[config.mk]
export PLATFORM = sky130hd
export DESIGN_NAME = alu_pipe
export DESIGN_NICKNAME = d
export VERILOG_FILES = /design/src/rtl/alu_pipe.sv
export SDC_FILE = /design/constraint.sdc
export NUM_CORES = 2
export LEC_CHECK = 0
export CAP_MARGIN = 0
export CORE_MARGIN = 2
export CORE_UTILIZATION = 35
export DETAILED_ROUTE_END_ITERATION = 7
export SLEW_MARGIN = 20
export SYNTH_ARGS = -nofsm -noshare
export SYNTH_HDL_FRONTEND = slang
export SYNTH_SLANG_ARGS = --single-unit
[constraint.sdc]
create_clock -name clk -period 29 [get_ports clk]
set_clock_uncertainty 0.15 [all_clocks]
set_input_delay 5.8 -clock clk [delete_from_list [all_inputs] [get_ports clk]]
set_output_delay 5.8 -clock clk [all_outputs]
set_load 0.1 [all_outputs]
[src/rtl/alu_pipe.sv]
// alu_pipe: two-stage ALU with valid/ready handshake, result flags,
// a per-operation power estimate and saturating usage statistics.
module alu_pipe #(
  parameter int WIDTH = 32,
  parameter int CNT_W = 32
) (
  input  logic             clk,
  input  logic             reset,
  input  logic             inValid,
  output logic             inReady,
  input  logic [WIDTH-1:0] operandA,
  input  logic [WIDTH-1:0] operandB,
  input  logic [3:0]       op,
  output logic             outValid,
  input  logic             outReady,
  output logic [WIDTH-1:0] result,
  output logic             flagZero,
  output logic             flagNeg,
  output logic             flagCarry,
  output logic             flagOverflow,
  output logic             errIllegal,
  input  logic             clearStats,
  output logic [CNT_W-1:0] operationTotal,
  output logic [3:0]       operationMostUsed,
  output logic [7:0]       estimatedPower,
  output logic             operationActive
);

  localparam int SHAMT_W = $clog2(WIDTH);
  localparam int NUM_OPS = 10;
  localparam int MSB     = WIDTH - 1;

  localparam logic [3:0] OP_ADD  = 4'd0;
  localparam logic [3:0] OP_SUB  = 4'd1;
  localparam logic [3:0] OP_AND  = 4'd2;
  localparam logic [3:0] OP_OR   = 4'd3;
  localparam logic [3:0] OP_XOR  = 4'd4;
  localparam logic [3:0] OP_SLT  = 4'd5;
  localparam logic [3:0] OP_SLTU = 4'd6;
  localparam logic [3:0] OP_SLL  = 4'd7;
  localparam logic [3:0] OP_SRL  = 4'd8;
  localparam logic [3:0] OP_SRA  = 4'd9;

  localparam logic [CNT_W-1:0] CNT_MAX = {CNT_W{1'b1}};

  // stage 1: captured operands
  logic             s1_valid;
  logic [WIDTH-1:0] s1_a;
  logic [WIDTH-1:0] s1_b;
  logic [3:0]       s1_op;

  // stage 2: finished result
  logic             s2_valid;
  logic [WIDTH-1:0] s2_res;
  logic             s2_zero;
  logic             s2_neg;
  logic             s2_carry;
  logic             s2_ovf;
  logic             s2_err;
  logic [7:0]       s2_pwr;

  logic s2_adv;
  logic accept;
  logic count_en;

  // ALU outputs computed from stage 1
  logic [WIDTH:0]       add_ext;
  logic [WIDTH-1:0]     sub_res;
  logic [SHAMT_W-1:0]   shamt;
  logic [WIDTH-1:0]     alu_res;
  logic                 alu_carry;
  logic                 alu_ovf;
  logic                 alu_err;
  logic [7:0]           alu_pwr;

  logic [CNT_W-1:0] op_cnt [NUM_OPS];
  logic [CNT_W-1:0] total_cnt;
  logic [3:0]       most_used;
  logic [3:0]       best_op;
  logic [CNT_W-1:0] best_cnt;

  // reset forces inReady low so nothing is taken while the block is held
  assign s2_adv   = !s2_valid || outReady;
  assign inReady  = reset && (!s1_valid || s2_adv);
  assign accept   = inValid && inReady;
  assign count_en = accept && (op < 4'(NUM_OPS));

  // stage 1 register: load on acceptance, empty when its op moves on
  always_ff @(posedge clk or negedge reset) begin
    if (!reset) begin
      s1_valid <= 1'b0;
      s1_a     <= '0;
      s1_b     <= '0;
      s1_op    <= '0;
    end else if (accept) begin
      s1_valid <= 1'b1;
      s1_a     <= operandA;
      s1_b     <= operandB;
      s1_op    <= op;
    end else if (s1_valid && s2_adv) begin
      s1_valid <= 1'b0;
    end
  end

  // ALU datapath, flags source and power lookup for the stage 1 op
  always_comb begin
    add_ext   = {1'b0, s1_a} + {1'b0, s1_b};
    sub_res   = s1_a - s1_b;
    shamt     = s1_b[SHAMT_W-1:0];
    alu_res   = '0;
    alu_carry = 1'b0;
    alu_ovf   = 1'b0;
    alu_err   = 1'b0;
    alu_pwr   = 8'd0;
    case (s1_op)
      OP_ADD: begin
        alu_res   = add_ext[WIDTH-1:0];
        alu_carry = add_ext[WIDTH];
        alu_ovf   = (s1_a[MSB] == s1_b[MSB]) && (add_ext[MSB] != s1_a[MSB]);
        alu_pwr   = 8'd10;
      end
      OP_SUB: begin
        alu_res   = sub_res;
        alu_carry = (s1_a >= s1_b);
        alu_ovf   = (s1_a[MSB] != s1_b[MSB]) && (sub_res[MSB] != s1_a[MSB]);
        alu_pwr   = 8'd12;
      end
      OP_AND: begin
        alu_res = s1_a & s1_b;
        alu_pwr = 8'd8;
      end
      OP_OR: begin
        alu_res = s1_a | s1_b;
        alu_pwr = 8'd8;
      end
      OP_XOR: begin
        alu_res = s1_a ^ s1_b;
        alu_pwr = 8'd9;
      end
      OP_SLT: begin
        alu_res[0] = ($signed(s1_a) < $signed(s1_b));
        alu_pwr    = 8'd12;
      end
      OP_SLTU: begin
        alu_res[0] = (s1_a < s1_b);
        alu_pwr    = 8'd12;
      end
      OP_SLL: begin
        alu_res = s1_a << shamt;
        alu_pwr = 8'd20;
      end
      OP_SRL: begin
        alu_res = s1_a >> shamt;
        alu_pwr = 8'd20;
      end
      OP_SRA: begin
        alu_res = WIDTH'($signed(s1_a) >>> shamt);
        alu_pwr = 8'd22;
      end
      default: begin
        alu_err = 1'b1;
      end
    endcase
  end

  // stage 2 register: refills whenever the output side can advance
  always_ff @(posedge clk or negedge reset) begin
    if (!reset) begin
      s2_valid <= 1'b0;
      s2_res   <= '0;
      s2_zero  <= 1'b0;
      s2_neg   <= 1'b0;
      s2_carry <= 1'b0;
      s2_ovf   <= 1'b0;
      s2_err   <= 1'b0;
      s2_pwr   <= '0;
    end else if (s2_adv) begin
      s2_valid <= s1_valid;
      if (s1_valid) begin
        s2_res   <= alu_res;
        s2_zero  <= (alu_res == '0);
        s2_neg   <= alu_res[MSB];
        s2_carry <= alu_carry;
        s2_ovf   <= alu_ovf;
        s2_err   <= alu_err;
        s2_pwr   <= alu_pwr;
      end
    end
  end

  // saturating usage counters, bumped at the acceptance edge
  always_ff @(posedge clk or negedge reset) begin
    if (!reset) begin
      for (int i = 0; i < NUM_OPS; i++) op_cnt[i] <= '0;
      total_cnt <= '0;
    end else if (clearStats) begin
      for (int i = 0; i < NUM_OPS; i++) op_cnt[i] <= '0;
      total_cnt <= '0;
    end else if (count_en) begin
      for (int i = 0; i < NUM_OPS; i++) begin
        if ((op == 4'(i)) && (op_cnt[i] != CNT_MAX)) op_cnt[i] <= op_cnt[i] + CNT_W'(1);
      end
      if (total_cnt != CNT_MAX) total_cnt <= total_cnt + CNT_W'(1);
    end
  end

  // highest counter wins; strict compare keeps the lowest opcode on ties
  always_comb begin
    best_op  = 4'd0;
    best_cnt = op_cnt[0];
    for (int i = 1; i < NUM_OPS; i++) begin
      if (op_cnt[i] > best_cnt) begin
        best_cnt = op_cnt[i];
        best_op  = 4'(i);
      end
    end
  end

  // most-used register trails the counters by one edge
  always_ff @(posedge clk or negedge reset) begin
    if (!reset)          most_used <= 4'd0;
    else if (clearStats) most_used <= 4'd0;
    else                 most_used <= best_op;
  end

  assign outValid          = s2_valid;
  assign result            = s2_res;
  assign flagZero          = s2_zero;
  assign flagNeg           = s2_neg;
  assign flagCarry         = s2_carry;
  assign flagOverflow      = s2_ovf;
  assign errIllegal        = s2_err;
  assign estimatedPower    = s2_valid ? s2_pwr : 8'd0;
  assign operationTotal    = total_cnt;
  assign operationMostUsed = most_used;
  assign operationActive   = s1_valid || s2_valid;

endmodule

# After elaboration in Yosys (flattened, before gate mapping)
# Index checks and enable logic that the tools add are counted.
[totals]
wordCells = 184
ff_bits = 471
output_inout_bits = 84
input_bits = 73
[op_classes]
n_shift = 3
n_lt_le_gt_ge = 13
eq_ne = 33
muxes = 42
reduce_logical = 53
bitwise = 3
n_addsub = 13
[ops]
columns = ["operator", "n"]
rows = [
  ["$mux W32", 21],
  ["$mux W320", 2],
  ["$add A32 B1 Y32 const B", 11],
  ["$ne A32 B32 Y1 const B", 11],
  ["$gt A32 B32 Y1", 9],
  ["$pmux W31 S8", 1],
  ["$lt A32 B32 Y1", 2],
  ["$mux W4", 9],
  ["$add A32 B32 Y33", 1],
  ["$and A32 B32 Y32", 1],
  ["$eq A4 B3 Y1 const B", 8],
  ["$ge A32 B32 Y1", 1],
  ["$logic_not A32 Y1", 1],
  ["$or A32 B32 Y32", 1],
  ["$shl A32 B5 Y32", 1],
  ["$shr A32 B5 Y32", 1],
  ["$sshr A32 B5 Y32", 1],
  ["$sub A32 B32 Y32", 1],
  ["$xor A32 B32 Y32", 1],
  ["$pmux W5 S6", 1],
  ["$reduce_bool A2 Y1", 13],
  ["$reduce_and A2 Y1", 12],
  ["$eq A4 B2 Y1 const B", 4],
  ["$eq A4 B4 Y1 const B", 4],
  ["other kinds (15)", 42],
]

# Depth between registers and ports, before layout
[depth]
depth_word = 19
mapped_depth = 129
mapped_depth_nobuf = 116

# Worst setup path before layout
# No wires, ideal clock.
[synth_path]
kind = "register -> register"
startpoint = "reg op_cnt[317] in the netlist's numbering"
endpoint = "reg most_used[1], in the netlist operationMostUsed[1]"
path_buffers = 13
setup_time_ns = 0.068
slack_ns = 6.068
arrival_time_ns = 22.714
synth_period_minus_slack_ns = 22.932
t_required_ns = 28.782
path_stages_with_launch = 127
cell_sequence = "dfrtp_1 -> inv_1 -> ha_1 -> nand4_1 -> or4_1 -> nor3b_1 -> a31oi_1 -> a21oi_1 -> clkbuf_1 -> mux2i_1 -> ha_1 -> a211oi_1 -> o211ai_1 -> a31o_2 -> a21oi_1 -> nand3_1 -> a21oi_1 -> a21o_1 -> [91 not listed] -> a32o_1 -> clkbuf_1 -> mux2_2 -> ha_1 -> o21a_1 -> o21a_1 -> o21a_1 -> o21a_1 -> o21a_1 -> o21a_1 -> o21ai_0 -> a21boi_0 -> o21a_1 -> o21ai_0 -> nand2_1 -> a221oi_1 -> a41o_1 -> and4b_1"
[synth_between]
elab_chain_cells = 19
word_cells_on_any_way = 26
cone_classes = "9 x order compare; 17 x mux"
[synth_lines]
columns = ["item", "line_no", "source"]
rows = [
  ["from (decl)", "76", "logic [CNT_W-1:0] op_cnt [NUM_OPS];"],
  ["$gt A32 B32 Y1", "212", "if (op_cnt[i] > best_cnt) begin"],
  ["$mux W32 *", "212", ""],
  ["$gt A32 B32 Y1", "212", ""],
  ["$mux W32", "212", ""],
  ["$gt A32 B32 Y1", "212", ""],
  ["$mux W32", "212", ""],
  ["$gt A32 B32 Y1", "212", ""],
  ["$mux W32", "212", ""],
  ["[3 not listed]", "n/a", ""],
  ["$mux W32", "212", ""],
  ["$gt A32 B32 Y1", "212", ""],
  ["$mux W32", "212", ""],
  ["$gt A32 B32 Y1", "212", ""],
  ["$mux W32", "212", ""],
  ["$gt A32 B32 Y1", "212", ""],
  ["$mux W4 *", "212", ""],
  ["$mux W4 *", "222", "else if (clearStats) most_used <= 4'd0;"],
  ["to (signal assigned)", "223", "else most_used <= best_op;"],
  ["to (decl)", "78", "logic [3:0] most_used;"],
]
# Every way passes the cells marked *; elsewhere a longest branch is shown, timed or not.
# A chain may end at the register's enable or synchronous reset.

# Worst setup path in the final report
[layout_path]
startpoint = "reg op_cnt[265] in the netlist's numbering"
endpoint = "reg most_used[2], in the netlist operationMostUsed[2]"
[layout_between]
elab_chain_cells = 19
word_cells_on_any_way = 25
cone_classes = "9 x order compare; 16 x mux"
[layout_lines]
columns = ["item", "line_no"]
rows = [
  ["$gt A32 B32 Y1", "212"],
  ["$mux W32 *", "212"],
  ["$gt A32 B32 Y1", "212"],
  ["$mux W32 *", "212"],
  ["$gt A32 B32 Y1", "212"],
  ["$mux W32", "212"],
  ["$gt A32 B32 Y1", "212"],
  ["$mux W32", "212"],
  ["[3 not listed]", "n/a"],
  ["$mux W32", "212"],
  ["$gt A32 B32 Y1", "212"],
  ["$mux W32", "212"],
  ["$gt A32 B32 Y1", "212"],
  ["$mux W32", "212"],
  ["$gt A32 B32 Y1", "212"],
  ["$mux W4 *", "212"],
  ["$mux W4 *", "222"],
]
# Marked as above.

==> impl_metrics.csv <==
group,metric,value,unit
global_route,grt_pass1_vias,34077,
floorplan,ioPinCount,157,
floorplan,die_w,341,um
global_route,grt_max_degree,94,
placement,port_buffers,153,
sta,slew_headroom,23.6,%
clock_network,cts_root_buf,"clkbuf_16",
logic_synthesis,ys_seq_area_share,29.3,%
sta,finalCritPeriodShare,92.7,%
global_route,grt-ovfl-total,0,
sta,rsz0062_at_grt,"false",
layout,nNetsFinal,5161,
route,dr.first_iter.drc_count,2943,
outcome,outcome,"finished clean",
clock_network,htree_levels,2,
logic_synthesis,yosys-top-cells-count,"605 x nor2_1, 467 x dfrtp_1, 390 x ha_1",
sta,final.min_clock_period,26.87,ns
setup_path,slowest_delay,0.85,ns
logic_synthesis,synthCells,4641,
logic_synthesis,syn_area_per_cell,8.58,um2
setup_path,path_max_fanout,63,
clock_network,cts_setup_buffers,0,
floorplan,rows,123,
floorplan,die_area,117000,um2
clock_network,cts_buffers,58,
logic_synthesis,yosys.area.top_type,"dfrtp_1",
sta,finalSetupTns,0,ns
global_route,grt_pass1_wl,206000,um
floorplan,start_util,35.4,%
logic_synthesis,synth.area.top_cells,"dfrtp_1 29%, ha_1 12%, nor2_1 5.7%",
route,post_drt_via_cell_ratio,5.65,
setup_path,cp.arrival,27.32,ns
layout,syn2layout_area_growth,12.6,%
setup_path,cp-end-kind,"flip-flop",
power_and_ir_drop,cellPowerDensity,64.7,nW/um2
logic_synthesis,synth_top_area_share,29.3,%
logic_synthesis,ys_ff_latch,467,
placement,gp_congestion,0.972,
placement,dp_slack,1.93,ns
layout,final_area,44900,um2
clock_network,cts_resized,0,
setup_path,criticalPathCategory,"reg2reg",
clock_network,hold_buffers,0,
sta,timing_hold_violations_final,0,
logic_synthesis,ys.flop_type,"dfrtp_1",
logic_synthesis,async_reset_ff_share,100,%
job,drv_cap,0,
setup_path,cp_num_buf_inv,5,
sta,setup_viol,0,
hold_path,hold_path_class,"reg2reg",
route,vias,35269,
layout,final_core_util,39.8,%
clock_network,cts_tree,"yes",
route,drt_wl_total,132000,um
setup_path,crit_family,"compound AO/OA/AOI/OAI gates",
route,drc,0,
floorplan,die_h,341,um
setup_path,startpoint_type,"flip-flop",
global_route,antenna_found_initial,5,
placement,place_area,42900,um2
clock_network,clock_sinks,467,
route,antenna_left,0,
clock_network,clockBufferDepth,3,
global_route,grtUsageTotal,22.3,%
setup_path,slowest_stage,"a2111oi_0",
clock_network,clkTransAtPathRegs,0.06,ns
sta,tightest_slew,1.13,ns
sta,timing.fmax,37.2,MHz
clock_network,clkLatencyLatePin,0.67,ns
logic_synthesis,synth_edf_count,0,
power_and_ir_drop,leakage,19.5,nW
layout,drive_gt1_share,9.18,%
setup_path,crit_top_cell,"a21o_1",
logic_synthesis,synth.most_common_cell,"nor2_1",
logic_synthesis,yosys_warnings,0,
sta,worst_slack,2.13,ns
route,dr.pass1.iters,6,
placement,hpwlAfterDp,100000,um
logic_synthesis,ys_types,83,
sta,drv_slew,0,
route,wl_per_cell,21.2,um
layout,final.fill_count,11361,
power_and_ir_drop,irDropWorstVdd,45.6,uV
setup_path,cp.required,29.44,ns
floorplan,fp.coreArea,113000,um2
logic_synthesis,syn-cell-area,39800,um2
worst min-delay path: stages, from the launching register on:
cell	delay, ns
dfrtp_1	0.33
nand2_1	0.05
nand2_1	0.05
through the flow:
step           hold WS (ns)  instances  total power [mW]
3_5_place_dp          0.302       6136              2.14
4_1_cts               0.316       6239              2.91
5_1_grt               0.341       6239              3.07
2_1_floorplan         0.281       4643              1.73
6_report              0.311       6240              2.90
3_3_place_gp          0.303       6136              2.14
sequential cells by signal, summed over array words and instances, names as in the netlist:
signal	cells
errIllegal	1
flagCarry	1
flagOverflow	1
flagZero	1
op_cnt	320
operationMostUsed	4
operationTotal	32
outValid	1
result	32
s1_a	32
s1_b	32
s1_op	4
s1_valid	1
s2_pwr	5
final cells by class:
type	instances	area, um2	share of cell area, %
inverters	287	1080	2.40
multi-input cells	3670	26300	58.6
clock buffers	79	1660	3.70
clock inverters	24	278	0.619
well taps	1500	1880	4.18
flip-flops and latches	467	11700	26.1
repair buffers	212	1980	4.41
diodes	1	2.50	0.00558
report_power, final:
| part | total (mW) | leakage, nW | internal, mW | switching (mW) |
|---|---|---|---|---|
| combinational | 1.40 | 12.2 | 0.484 | 0.916 |
| sequential | 0.750 | 6.31 | 0.691 | 0.0592 |
| clock | 0.752 | 0.952 | 0.442 | 0.310 |
| total | 2.90 | 19.5 | 1.62 | 1.29 |
cells by family after synthesis:
logic type               Yosys count  synth area share (%)
XOR/XNOR                         334                  7.34
multiplexers                     348                  11.1
flip-flops                       467                  29.3
AND/OR/NAND/NOR                 1685                  20.1
AO/OA/AOI/OAI                    908                  14.9
adder cells (fa/ha/maj)          392                  12.3
other                              1               0.00941
buffers and inverters            506                  4.95
path summary, 6_finish.rpt:
check	to	slack, ns	startpoint	depth (start not counted)
setup / recovery	operationMostUsed[2]	2.13	op_cnt[265]	116
hold / removal	s2_pwr[2]	0.31	s2_pwr[2]	2
setup reg to reg	operationMostUsed[2]	2.13	op_cnt[265]	116
hold reg to reg	s2_pwr[2]	0.31	s2_pwr[2]	2
max in group asynchronous	op_cnt[267]	21.04	reset	4
min in group asynchronous	s1_a[5]	4.92	reset	1
routing by layer:
metal	part of all wire (%)	vias to the layer above	GRT usage, %
li1	-	16687	-
met1	45	17141	30.7
met2	45	1193	35.7
met3	6.0	242	3.21
met4	3.6	6	7.78
met5	0.026	-	0
cells in the final DEF, fill, tap and decap left out, drive strengths merged, types with 28 or more instances in the layout:
cell / synthesis / final
a21o: 85 / 85
a21oi: 318 / 318
a221oi: 57 / 57
and2: 28 / 28
and3: 89 / 89
buf: 54 / 63
clkbuf: 165 / 79
clkdlybuf4s50: 0 / 149
dfrtp: 467 / 467
ha: 390 / 390
inv: 284 / 287
mux2: 149 / 149
mux2i: 141 / 141
mux4: 58 / 58
nand2: 326 / 326
nand2b: 40 / 40
nand3: 169 / 169
nand4: 139 / 139
nor2: 605 / 605
nor2b: 52 / 52
nor3: 80 / 80
nor4: 36 / 36
o211ai: 30 / 30
o21ai: 178 / 178
or3: 54 / 54
xnor2: 177 / 177
xor2: 157 / 157
No activity file was read; power rests on OpenSTA's default activity.
